**config.mk**
```make
export PLATFORM = sky130hd
export DESIGN_NAME = mips_mc_ctrl
export DESIGN_NICKNAME = d
export VERILOG_FILES = /design/src/rtl/mips_mc_ctrl.sv
export SDC_FILE = /design/constraint.sdc
export NUM_CORES = 1
export LEC_CHECK = 0
export BUFFER_PORTS_ARGS = -buffer_cell sky130_fd_sc_hd__buf_2
export CORE_ASPECT_RATIO = 0.75
export CORE_MARGIN = 3
export CORE_UTILIZATION = 50
export DETAILED_ROUTE_END_ITERATION = 7
export PLACE_DENSITY = 0.83
export SYNTH_ARGS = -nofsm -noshare
export SYNTH_HDL_FRONTEND = slang
export SYNTH_SLANG_ARGS = --single-unit
```
**constraint.sdc**
```tcl
create_clock -name clk -period 7.2 [get_ports clk]
set_clock_uncertainty 0.1 [all_clocks]
set_input_delay 1.8 -clock clk [delete_from_list [all_inputs] [get_ports clk]]
set_output_delay 1.8 -clock clk [all_outputs]
set_load 0.1 [all_outputs]
```
**src/rtl/mips_mc_ctrl.sv**
```systemverilog
// Multicycle MIPS main controller: Moore FSM sequencing fetch/decode/execute/memory/writeback
// with a memory req/ready handshake, bus timeout and illegal-opcode exception. Optional macro: MIPS_MC_LOADEXT_EN.
module mips_mc_ctrl #(
  parameter int ALUOP_W     = 4,
  parameter int MEM_TIMEOUT = 15
) (
  input  logic               clk,
  input  logic               reset_n,
  input  logic [5:0]         op,
  input  logic [5:0]         funct,
  input  logic               mem_ready,
  output logic               mem_req,
  output logic               iord,
  output logic               irwrite,
  output logic               pcwrite,
  output logic               branch,
  output logic               ne,
  output logic [1:0]         pcsrc,
  output logic               alusrca,
  output logic [1:0]         alusrcb,
  output logic               zeroext,
  output logic [ALUOP_W-1:0] aluop,
  output logic [1:0]         regdst,
  output logic [1:0]         memtoreg,
  output logic               regwrite,
  output logic               memwrite,
  output logic               exc,
  output logic [1:0]         exc_cause
`ifdef MIPS_MC_LOADEXT_EN
  ,
  output logic [1:0]         ldsize,
  output logic               ldunsigned
`endif
);

  localparam logic [5:0] OP_RTYPE = 6'b000000;
  localparam logic [5:0] OP_J     = 6'b000010;
  localparam logic [5:0] OP_JAL   = 6'b000011;
  localparam logic [5:0] OP_BEQ   = 6'b000100;
  localparam logic [5:0] OP_BNE   = 6'b000101;
  localparam logic [5:0] OP_BLEZ  = 6'b000110;
  localparam logic [5:0] OP_BGTZ  = 6'b000111;
  localparam logic [5:0] OP_ADDI  = 6'b001000;
  localparam logic [5:0] OP_SLTI  = 6'b001010;
  localparam logic [5:0] OP_SLTIU = 6'b001011;
  localparam logic [5:0] OP_ANDI  = 6'b001100;
  localparam logic [5:0] OP_ORI   = 6'b001101;
  localparam logic [5:0] OP_XORI  = 6'b001110;
  localparam logic [5:0] OP_LUI   = 6'b001111;
  localparam logic [5:0] OP_LW    = 6'b100011;
  localparam logic [5:0] OP_SW    = 6'b101011;
`ifdef MIPS_MC_LOADEXT_EN
  localparam logic [5:0] OP_LB    = 6'b100000;
  localparam logic [5:0] OP_LH    = 6'b100001;
  localparam logic [5:0] OP_LBU   = 6'b100100;
  localparam logic [5:0] OP_LHU   = 6'b100101;
`endif
  localparam logic [5:0] FN_JR    = 6'b001000;
  localparam logic [5:0] FN_JALR  = 6'b001001;

  localparam logic [1:0] CAUSE_ILLEGAL = 2'b01;
  localparam logic [1:0] CAUSE_TIMEOUT = 2'b10;

  localparam int CNT_W = (MEM_TIMEOUT < 2) ? 1 : $clog2(MEM_TIMEOUT + 1);

  typedef enum logic [3:0] {
    S_FETCH, S_DECODE, S_MEMADR, S_MEMRD, S_MEMWB, S_MEMWR, S_RTYPEEX,
    S_ALUWB, S_BREX, S_IMMEX, S_JEX, S_JALEX, S_JREX, S_EXC
  } state_t;

  typedef struct packed {
    logic       mem_req;
    logic       iord;
    logic       pcwrite;
    logic       branch;
    logic       ne;
    logic [1:0] pcsrc;
    logic       alusrca;
    logic [1:0] alusrcb;
    logic       zeroext;
    logic [3:0] aluop;
    logic [1:0] regdst;
    logic [1:0] memtoreg;
    logic       regwrite;
    logic       memwrite;
    logic       exc;
`ifdef MIPS_MC_LOADEXT_EN
    logic [1:0] ldsize;
    logic       ldunsigned;
`endif
  } ctl_t;

  state_t           state, nxt;
  ctl_t             ctl_q, ctl;
  logic [CNT_W-1:0] cnt;
  logic [1:0]       exc_cause_q, cause_nxt;
  logic             is_mem_state, timeout, fetch_hit;

  // Control word for a state; op/funct come from the IR, which is stable for the whole instruction.
  function automatic ctl_t decode(input state_t s, input logic [5:0] o, input logic [5:0] f);
    ctl_t c;
    c = '0;
    case (s)
      S_FETCH:   begin c.mem_req = 1'b1; c.alusrcb = 2'b01; end
      S_DECODE:  c.alusrcb = 2'b11;
      S_MEMADR:  begin c.alusrca = 1'b1; c.alusrcb = 2'b10; end
      S_MEMRD:   begin c.mem_req = 1'b1; c.iord = 1'b1; end
      S_MEMWB: begin
        c.memtoreg = 2'b01;
        c.regwrite = 1'b1;
`ifdef MIPS_MC_LOADEXT_EN
        case (o)
          OP_LH, OP_LHU: c.ldsize = 2'b01;
          OP_LB, OP_LBU: c.ldsize = 2'b10;
          default:       c.ldsize = 2'b00;
        endcase
        c.ldunsigned = (o == OP_LBU) || (o == OP_LHU);
`endif
      end
      S_MEMWR:   begin c.mem_req = 1'b1; c.iord = 1'b1; c.memwrite = 1'b1; end
      S_RTYPEEX: begin c.alusrca = 1'b1; c.aluop = 4'b1111; end
      S_ALUWB: begin
        c.regwrite = 1'b1;
        c.regdst   = (o == OP_RTYPE) ? 2'b01 : 2'b00;
      end
      S_BREX: begin
        c.alusrca = 1'b1;
        c.pcsrc   = 2'b01;
        c.branch  = 1'b1;
        c.ne      = (o == OP_BNE);
        case (o)
          OP_BLEZ: c.aluop = 4'b0010;
          OP_BGTZ: c.aluop = 4'b1110;
          default: c.aluop = 4'b0001;
        endcase
      end
      S_IMMEX: begin
        c.alusrca = 1'b1;
        c.alusrcb = 2'b10;
        c.zeroext = (o == OP_ANDI) || (o == OP_ORI) || (o == OP_XORI) || (o == OP_SLTIU);
        case (o)
          OP_SLTI:  c.aluop = 4'b0110;
          OP_SLTIU: c.aluop = 4'b1000;
          OP_ANDI:  c.aluop = 4'b0111;
          OP_ORI:   c.aluop = 4'b0011;
          OP_XORI:  c.aluop = 4'b0101;
          OP_LUI:   c.aluop = 4'b0100;
          default:  c.aluop = 4'b0000;
        endcase
      end
      S_JEX:     begin c.pcsrc = 2'b10; c.pcwrite = 1'b1; end
      S_JALEX: begin
        c.pcsrc = 2'b10; c.pcwrite = 1'b1;
        c.regdst = 2'b10; c.memtoreg = 2'b10; c.regwrite = 1'b1;
      end
      S_JREX: begin
        c.pcsrc   = 2'b11;
        c.pcwrite = 1'b1;
        if (f == FN_JALR) begin
          c.regdst = 2'b01; c.memtoreg = 2'b10; c.regwrite = 1'b1;
        end
      end
      S_EXC:     c.exc = 1'b1;
      default:   ;
    endcase
    return c;
  endfunction

  assign is_mem_state = (state == S_FETCH) || (state == S_MEMRD) || (state == S_MEMWR);
  assign timeout      = (MEM_TIMEOUT != 0) && !mem_ready && (cnt == CNT_W'(MEM_TIMEOUT));

  always_comb begin
    // NOTE: defaults first so every path assigns nxt and cause_nxt; otherwise latches are inferred.
    nxt       = state;
    cause_nxt = CAUSE_ILLEGAL;
    case (state)
      S_FETCH, S_MEMRD, S_MEMWR: begin
        if (mem_ready) begin
          case (state)
            S_FETCH: nxt = S_DECODE;
            S_MEMRD: nxt = S_MEMWB;
            default: nxt = S_FETCH;
          endcase
        end else if (timeout) begin
          nxt       = S_EXC;
          cause_nxt = CAUSE_TIMEOUT;
        end
      end
      S_DECODE: begin
        case (op)
          OP_RTYPE: nxt = (funct == FN_JR || funct == FN_JALR) ? S_JREX : S_RTYPEEX;
          OP_LW, OP_SW: nxt = S_MEMADR;
`ifdef MIPS_MC_LOADEXT_EN
          OP_LB, OP_LH, OP_LBU, OP_LHU: nxt = S_MEMADR;
`endif
          OP_BEQ, OP_BNE, OP_BLEZ, OP_BGTZ: nxt = S_BREX;
          OP_ADDI, OP_SLTI, OP_SLTIU, OP_ANDI, OP_ORI, OP_XORI, OP_LUI: nxt = S_IMMEX;
          OP_J:    nxt = S_JEX;
          OP_JAL:  nxt = S_JALEX;
          default: nxt = S_EXC;
        endcase
      end
      S_MEMADR:  nxt = (op == OP_SW) ? S_MEMWR : S_MEMRD;
      S_RTYPEEX: nxt = S_ALUWB;
      S_IMMEX:   nxt = S_ALUWB;
      default:   nxt = S_FETCH;
    endcase
  end

  // Control word is registered from the next state, so it lines up with the state it belongs to.
  always_ff @(posedge clk or negedge reset_n) begin
    if (!reset_n) begin
      state       <= S_FETCH;
      cnt         <= '0;
      exc_cause_q <= 2'b00;
      ctl_q       <= decode(S_FETCH, 6'd0, 6'd0);
    end else begin
      // NOTE: non-blocking for all state so every flop samples pre-edge values.
      state <= nxt;
      ctl_q <= decode(nxt, op, funct);
      if (nxt != state)
        cnt <= '0;
      else if (is_mem_state && !mem_ready && (cnt != '1))
        cnt <= cnt + 1'b1;
      if (nxt == S_EXC)
        exc_cause_q <= cause_nxt;
    end
  end

  // Outputs read zero for as long as reset is held, including the FETCH word preloaded at reset.
  assign ctl       = reset_n ? ctl_q : '0;
  assign fetch_hit = reset_n && (state == S_FETCH) && mem_ready;

  assign mem_req   = ctl.mem_req;
  assign iord      = ctl.iord;
  assign irwrite   = fetch_hit;
  assign pcwrite   = ctl.pcwrite | fetch_hit;
  assign branch    = ctl.branch;
  assign ne        = ctl.ne;
  assign pcsrc     = ctl.pcsrc;
  assign alusrca   = ctl.alusrca;
  assign alusrcb   = ctl.alusrcb;
  assign zeroext   = ctl.zeroext;
  assign aluop     = ALUOP_W'(ctl.aluop);
  assign regdst    = ctl.regdst;
  assign memtoreg  = ctl.memtoreg;
  assign regwrite  = ctl.regwrite;
  assign memwrite  = ctl.memwrite;
  assign exc       = ctl.exc;
  assign exc_cause = reset_n ? exc_cause_q : 2'b00;
`ifdef MIPS_MC_LOADEXT_EN
  assign ldsize     = ctl.ldsize;
  assign ldunsigned = ctl.ldunsigned;
`endif

endmodule

```
==> results of run 1 <==
-- layer usage --
layer | global-route usage | vias up
li1 | - | 743
met1 | 0.301 | 704
met2 | 0.277 | 59
met3 | 0.0520 | 6
met4 | 0.0623 | 0
met5 | 0 | -
-- registers in the layout, indices dropped and copies added (netlist names) --
register     flops
cnt              4
ctl_q           22
state            4
exc_cause_q      2
-- placed cells by master, fill, tap and decap left out, types with 3 or more instances in the layout --
cell,count
and2_1,27
clkbuf_8,5
a21oi_1,7
xor2_1,3
nor4_1,3
buf_2,39
nor3_1,4
inv_1,7
nand3_1,6
nand2b_1,5
nor2b_1,4
and3_1,5
nand2_1,10
a21o_1,3
nor2_1,18
o31ai_1,3
dfrtp_1,30
nand4_1,3
a31oi_1,3
o21ai_0,7
-- cells in the mapped netlist, drive strengths merged (5+ instances only) --
cell / instances
o21ai: 9
nand2: 10
buf: 6
nor3: 6
inv: 9
clkbuf: 5
nor2: 19
nand3: 8
dfrtp: 30
nand2b: 5
and3: 5
a21oi: 8
and2: 27
-- final cells by class --
class                   count  area (sq um)  share of cell area
clock buffers               6          72.6              0.0345
repair buffers             39           195              0.0927
multi-input cells         144           912               0.433
well taps                  40          50.0              0.0238
inverters                   9          36.3              0.0172
flip-flops and latches     32           803               0.382
clock inverters             2          35.0              0.0166
-- through the flow --
step,setup slack [ns],std cells,hold WS [ns],util
final,2.09,272,0.370,0.623
after global routing,1.93,272,0.409,0.623
after CTS,2.06,272,0.366,0.623
after detailed placement,2.06,264,0.357,0.591
after global placement,2.13,264,0.354,0.591
after floorplan,2.54,196,0.330,-
-- final timing paths --
| path | start | to | slack, ns |
|---|---|---|---|
| max | reset_n | aluop[1] | 2.09 |
| min | cnt[0]$_DFFE_PN0P_ | cnt[0]$_DFFE_PN0P_ | 0.37 |
| max reg2reg | state[1]$_DFF_PN0_ | ctl_q[4]$_DFF_PN0_ | 4.42 |
| min reg2reg | cnt[0]$_DFFE_PN0P_ | cnt[0]$_DFFE_PN0P_ | 0.37 |
| max in group asynchronous | reset_n | ctl_q[7]$_DFF_PN0_ | 4.85 |
| min in group asynchronous | reset_n | ctl_q[0]$_DFF_PN0_ | 1.56 |
-- worst max-delay path, delay by kind of cell --
kind,cells,cell delay [ns]
buf+inv,2,1.13
simple gates,1,0.26
-- cell families after synthesis --
| family | count (synthesis) | synth area share |
|---|---|---|
| AO/OA/AOI/OAI | 37 | 0.147 |
| adder cells (fa/ha/maj) | 1 | 0.00695 |
| AND/OR/NAND/NOR | 101 | 0.329 |
| flip-flops | 32 | 0.446 |
| buffers and inverters | 20 | 0.0473 |
| XOR/XNOR | 5 | 0.0243 |
-- where the power goes --
group	switching [mW]	total, mW	internal [mW]
clock network	0.0644	0.167	0.103
logic	0.354	0.479	0.125
registers	0.0417	0.278	0.236
==> results.ini, run 1 <==
[clock_network]
clock-sinks=32
ctsHtreeMaxLevel=2
post_cts.repair.setup_buffers=0
clockBufferDepth=2
holdBufCountCts=0
clk_pin_slew_ns=0.06
postCtsResizedCells=0
cts_root_buf=clkbuf_8
cts_inserted_buffers=5
insertion_delay_ns=0.28
tritoncts=yes

[power_and_ir_drop]
vdd_drop_max_v=0.000220
p_total_mw=0.924
powerDensity_mw_per_mm2=439
power.leakage_nw=1.08

[timing]
report.final.hold_viol_count=0
rsz0062_at_grt=no
setup_viol=0
drv_slew=0
relSlewSlack=0.376
fmax_mhz=196
fin_crit_sh=0.710
setup_tns_ns=0
period_needed_ns=5.11
tightest_slew_ns=0.936

[grt]
grt_overflow=0
grtUsageTotal=0.199
antenna_found_initial=0
grt_first_pass_wirelength_mm=6.51
grt_max_degree=58
first_global_vias=1370

[floorplanning]
dieWidth_um=75.3
num_rows=18
fp.dieH_um=58.0
die-area_sq_mm=0.00436
coreArea_sq_mm=0.00338
start_util=0.533
pin_count=40

[synthesis]
ys_ff_latch=32
synth_area_sq_mm=0.00180
yosys.area.top_type=dfrtp_1
synth.net_count=212
synth.avg_cell_area_sq_um=9.19
syn_inst=196
synth_top_area_share=0.417
ys_warn_count=0
ys.flop_type=dfrtp_1
synth.area.top_cells=dfrtp_1, and2_1, nor2_1
synth_edf_count=0
async_reset_ff_frac=1.00
synth-seq-area-share=0.446
synth_cell_type_count=49

[route]
avgViaCountPerCell=5.56
routed_wl_mm=3.84
wl_met2_mm=1.60
wl_met3_um=257
drc_errors=0
num_vias=1512
wl_per_cell_um=14.1
top_layer_used=met4
first_pass_iters=4
postRouteAntennaNets=0
m1WireLength_mm=1.93
drt_iter0_drc=171

[worst_setup_path]
setup.worst_path.end_class=output port
rr_worst_depth=7
crit_chain=buf_2 > and2_1 > buf_2
cp_common_cell=buf_2
cp.arrival_ns=3.21
worst_path_largest_cell_delay_ns=0.70
start_kind=input port
slowest_stage=buf_2
worstPathRequired_ns=5.30
cp_max_fo=57
criticalPathCategory=input port to output port

[place]
placed_cell_area_sq_mm=0.00200
hpwl_mm=2.72
portBuffers=39
gp_congestion=0.838

[cells_and_area]
drive_above_1_share=0.259
fin_nets=247
antenna_cells=0
syn_to_final_growth_pct=16.9
fin_area_sq_mm=0.00210
final.fill_count=290

[hold_path]
holdPathStages=1
hold_path_class=register to register

[run_status]
status=completed

[run]
maxCapViolations=0

No activity file was read; power rests on OpenSTA's default activity.
==> run 2: changes to the inputs <==
- clock period: 7.2 -> 4.9 ns (I/O delays scaled with it)
==> results.ini, run 2 (synthesized netlist as in run 1, its figures left out) <==
[clock_network]
insertion_delay_ns=0.29
postCtsResizedCells=0
clockBufferDepth=2
holdBufCountCts=0
clock-sinks=32
cts_root_buf=clkbuf_8
ctsHtreeMaxLevel=2
clk_pin_slew_ns=0.06
post_cts.repair.setup_buffers=0
cts_inserted_buffers=5
tritoncts=yes

[timing]
fin_crit_sh=0.771
setup_tns_ns=0
period_needed_ns=3.78
tightest_slew_ns=0.922
rsz0062_at_grt=no
relSlewSlack=0.383
report.final.hold_viol_count=0
fmax_mhz=265
setup_viol=0
drv_slew=0

[worst_setup_path]
worstPathRequired_ns=3.58
setup.worst_path.end_class=output port
cp_common_cell=buf_2
timing.rr.start=state[1]$_DFF_PN0_
critPathBufInv=2
cp_max_fo=48
start_kind=input port
criticalPathCategory=input port to output port
slowest_stage=buf_2
startpoint=reset_n
r2r_end=ctl_q[4]$_DFF_PN0_
r2r_setup_slack_ns=2.12
cp.arrival_ns=2.46
crit_chain=buf_2 > and2_1 > buf_2
rr_worst_depth=7
worst_path_largest_cell_delay_ns=0.58
cp_top_family=buffers and inverters

[floorplanning]
dieWidth_um=75.3
num_rows=18
die-area_sq_mm=0.00436
start_util=0.533
pin_count=40
fp.dieH_um=58.0
coreArea_sq_mm=0.00338

[cells_and_area]
antenna_cells=0
final_cell_mix=buf_2, dfrtp_1, and2_1, nor2_1, nand2_1
drive_above_1_share=0.266
reg_top3=ctl_q x22, cnt x4, state x4
largest_reg_flops=22
layout_commonest_cell=buf_2
syn_to_final_growth_pct=17.5
fin_area_sq_mm=0.00212
regMostFlops=ctl_q
fin_nets=248

[hold_path]
hold_path_class=register to register
min_to=exc_cause_q[1]$_DFFE_PN0P_
holdPathStages=1
min_from=exc_cause_q[1]$_DFFE_PN0P_

[place]
portBuffers=39
gp_congestion=0.843
placed_cell_area_sq_mm=0.00200
hpwl_mm=2.72

[grt]
grt_max_degree=49
first_global_vias=1306
grt_first_pass_wirelength_mm=6.15
antenna_found_initial=0
grtUsageTotal=0.188
grt_overflow=0

[route]
wl_per_cell_um=13.6
avgViaCountPerCell=5.53
first_pass_iters=4
num_vias=1511
drc_errors=0
postRouteAntennaNets=0
routed_wl_mm=3.70
drt_iter0_drc=64

[run_status]
status=completed

[power_and_ir_drop]
power.leakage_nw=1.08
vdd_drop_max_v=0.000282
powerDensity_mw_per_mm2=642

[run]
maxCapViolations=0

## run 2: cell types whose count changed in the layout (fill, tap and decap cells not counted), sizes merged
cell / change
buf: +1
clkbuf: -1
clkinvlp: +1
## run 2: final cells by class
cell class / count / area, sq um
clock buffer: 5 / 68.8
multi-input combinational: 144 / 912
inverter: 9 / 36.3
clock inverter: 3 / 42.5
tap: 40 / 50.0
sequential: 32 / 803
fill: 288 / 1260
timing repair buffer: 40 / 203
## run 2: how the worst max path moves through the flow
| stage | end | slack [ns] | cells after the start |
|---|---|---|---|
| after global routing | mem_req | 0.92 | 3 |
| after floorplan | alusrca | 1.39 | 2 |
| after CTS | zeroext | 1.08 | 3 |
| after detailed placement | zeroext | 1.08 | 3 |
| after global placement | aluop[1] | 1.11 | 3 |
| final | aluop[1] | 1.12 | 3 |
## run 2: per-stage QoR
| step | power, mW | instances | utilization | setup WS [ns] | hold WS (ns) |
|---|---|---|---|---|---|
| floorplan | 0.987 | 196 | - | 1.39 | 0.330 |
| global placement | 1.09 | 265 | 0.593 | 1.11 | 0.351 |
| detailed placement | 1.11 | 265 | 0.593 | 1.08 | 0.362 |
| CTS | 1.36 | 273 | 0.626 | 1.08 | 0.373 |
| global route | 1.44 | 273 | 0.626 | 0.923 | 0.392 |
| finish | 1.36 | 273 | 0.626 | 1.12 | 0.373 |
## run 2: worst reg2reg max path, cell delays in order (launching register included)
cell and delay [ns]:
dfrtp_1 0.52, o21ba_2 0.27, a2111oi_2 0.47, o21a_1 0.26, a31oi_1 0.19, nor2_1 0.52
nand3_1 0.23, o31ai_1 0.12
## run 2: layer usage
layer  share of wire  global-route usage  vias up
met5               0                   0        -
met2            0.42               0.260       67
met3           0.080              0.0485        7
li1                -                   -      751
met1            0.48               0.282      686
met4           0.017              0.0723        0
## run 2: where the power goes
group,switching (mW),total [mW],internal [mW]
clock,0.101,0.252,0.150
combinational,0.519,0.703,0.184
sequential,0.0562,0.403,0.347
total,0.677,1.36,0.681
==> run 3: changes to the inputs <==
- clock period: 4.9 -> 3.6 ns (I/O delays scaled with it)
==> results.ini, run 3 (synthesized netlist as in run 1, its figures left out) <==
[route]
avgViaCountPerCell=5.61
routed_wl_mm=3.75
drc_errors=0
postRouteAntennaNets=0
first_pass_iters=4
drt_iter0_drc=92
num_vias=1547
wl_per_cell_um=13.6

[floorplanning]
die-area_sq_mm=0.00436
dieWidth_um=75.3
pin_count=40
num_rows=18
fp.dieH_um=58.0
start_util=0.533
coreArea_sq_mm=0.00338

[timing]
relSlewSlack=0.630
fmax_mhz=343
tightest_slew_ns=0.552
period_needed_ns=2.92
rsz0062_at_grt=no
drv_slew=0
fin_ws_ns=0.683
fin_crit_sh=0.810
report.final.hold_viol_count=0
setup_tns_ns=0
setup_viol=0

[power_and_ir_drop]
seq_power_share=0.297
p_int_mw=0.948
power.leakage_nw=1.09
combPwrFrac=0.523
vdd_drop_max_v=0.000434
p_clk_frac=0.180
swShare=0.492
switchingPower_mw=0.919
p_total_mw=1.87
powerDensity_mw_per_mm2=875

[grt]
grt_first_pass_wirelength_mm=6.08
grt_max_degree=36
antenna_found_initial=0
first_global_vias=1336
grt_overflow=0
grtUsageTotal=0.188

[place]
hpwl_mm=2.84
gp_congestion=0.869
dp_slack_ns=0.487
portBuffers=39

[worst_setup_path]
r2r_end=ctl_q[8]$_DFF_PN0_
criticalPathCategory=input port to output port
start_kind=input port
cp_max_fo=35
timing.rr.start=state[1]$_DFF_PN0_
r2r_setup_slack_ns=1.04
setup.worst_path.end_class=output port
worstPathRequired_ns=2.60
rr_worst_depth=8
cp.arrival_ns=1.92
startpoint=reset_n
critPathCapture=aluop[0]

[clock_network]
cts_inserted_buffers=5
clockBufferDepth=2
clock-sinks=32
tritoncts=yes
clk_pin_slew_ns=0.06
post_cts.repair.setup_buffers=0
postCtsResizedCells=0
cts_root_buf=clkbuf_8
insertion_delay_ns=0.29
ctsHtreeMaxLevel=2
holdBufCountCts=0

[cells_and_area]
layout_commonest_cell=buf_2
drive_above_1_share=0.271
reg_top3=ctl_q x22, cnt x4, state x4
final_cell_mix=buf_2, dfrtp_1, and2_1, nor2_1, nand2_1
fin_nets=251
syn_to_final_growth_pct=18.6
largest_reg_flops=22
antenna_cells=0
regMostFlops=ctl_q

[hold_path]
holdPathStages=1
hold_path_class=register to register

[run_status]
status=completed

[run]
maxCapViolations=0

[run 3: cell types whose count changed in the layout (fill, tap and decap cells not counted), sizes merged]
cell / before / now
buf: 40 / 43
clkbuf: 5 / 6
clkinvlp: 1 / 0
[run 3: how the worst min path moves through the flow]
stage | slack, ns | start | to
final | 0.36 | cnt[0]$_DFFE_PN0P_ | cnt[0]$_DFFE_PN0P_
after global routing | 0.38 | cnt[0]$_DFFE_PN0P_ | cnt[0]$_DFFE_PN0P_
after CTS | 0.37 | cnt[0]$_DFFE_PN0P_ | cnt[0]$_DFFE_PN0P_
after detailed placement | 0.36 | cnt[0]$_DFFE_PN0P_ | cnt[0]$_DFFE_PN0P_
after global placement | 0.35 | cnt[0]$_DFFE_PN0P_ | cnt[0]$_DFFE_PN0P_
after floorplan | 0.33 | cnt[0]$_DFFE_PN0P_ | cnt[0]$_DFFE_PN0P_
[run 3: worst max-delay path: stages]
cell and delay (ns):
buf_2 0.38, and2_1 0.20, buf_2 0.42
[run 3: layer usage]
metal  wire [um]  track usage  vias up
li1            -            -      761
met5           0            0        -
met2        1650        0.267       66
met4          58       0.0723        0
met1        1700        0.268      713
met3         336       0.0624        7
[run 3: per-stage QoR]
stage               area, sq um  instances  utilization  hold WS [ns]
global route               2130        276        0.632         0.381
global placement           2030        268        0.600         0.351
floorplan                  1800        196            -         0.330
CTS                        2130        276        0.632         0.366
detailed placement         2030        268        0.600         0.357
finish                     2130        276        0.632         0.362
[run 3: final cells by class]
type,instances,area (sq um)
fill,272,1240
timing repair buffer,43,225
clock buffer,6,72.6
tap,40,50.0
sequential,32,803
inverter,9,36.3
multi-input combinational,144,912
clock inverter,2,35.0
[run 3: power by group through the flow]
| stage | combinational, mW | sequential (mW) | clock, mW |
|---|---|---|---|
| 2_1_floorplan | 0.842 | 0.501 | 0 |
| 3_3_place_gp | 0.957 | 0.554 | 0 |
| 3_5_place_dp | 0.972 | 0.560 | 0 |
| 4_1_cts | 0.975 | 0.554 | 0.339 |
| 5_1_grt | 1.05 | 0.567 | 0.361 |
| 6_report | 0.976 | 0.555 | 0.337 |
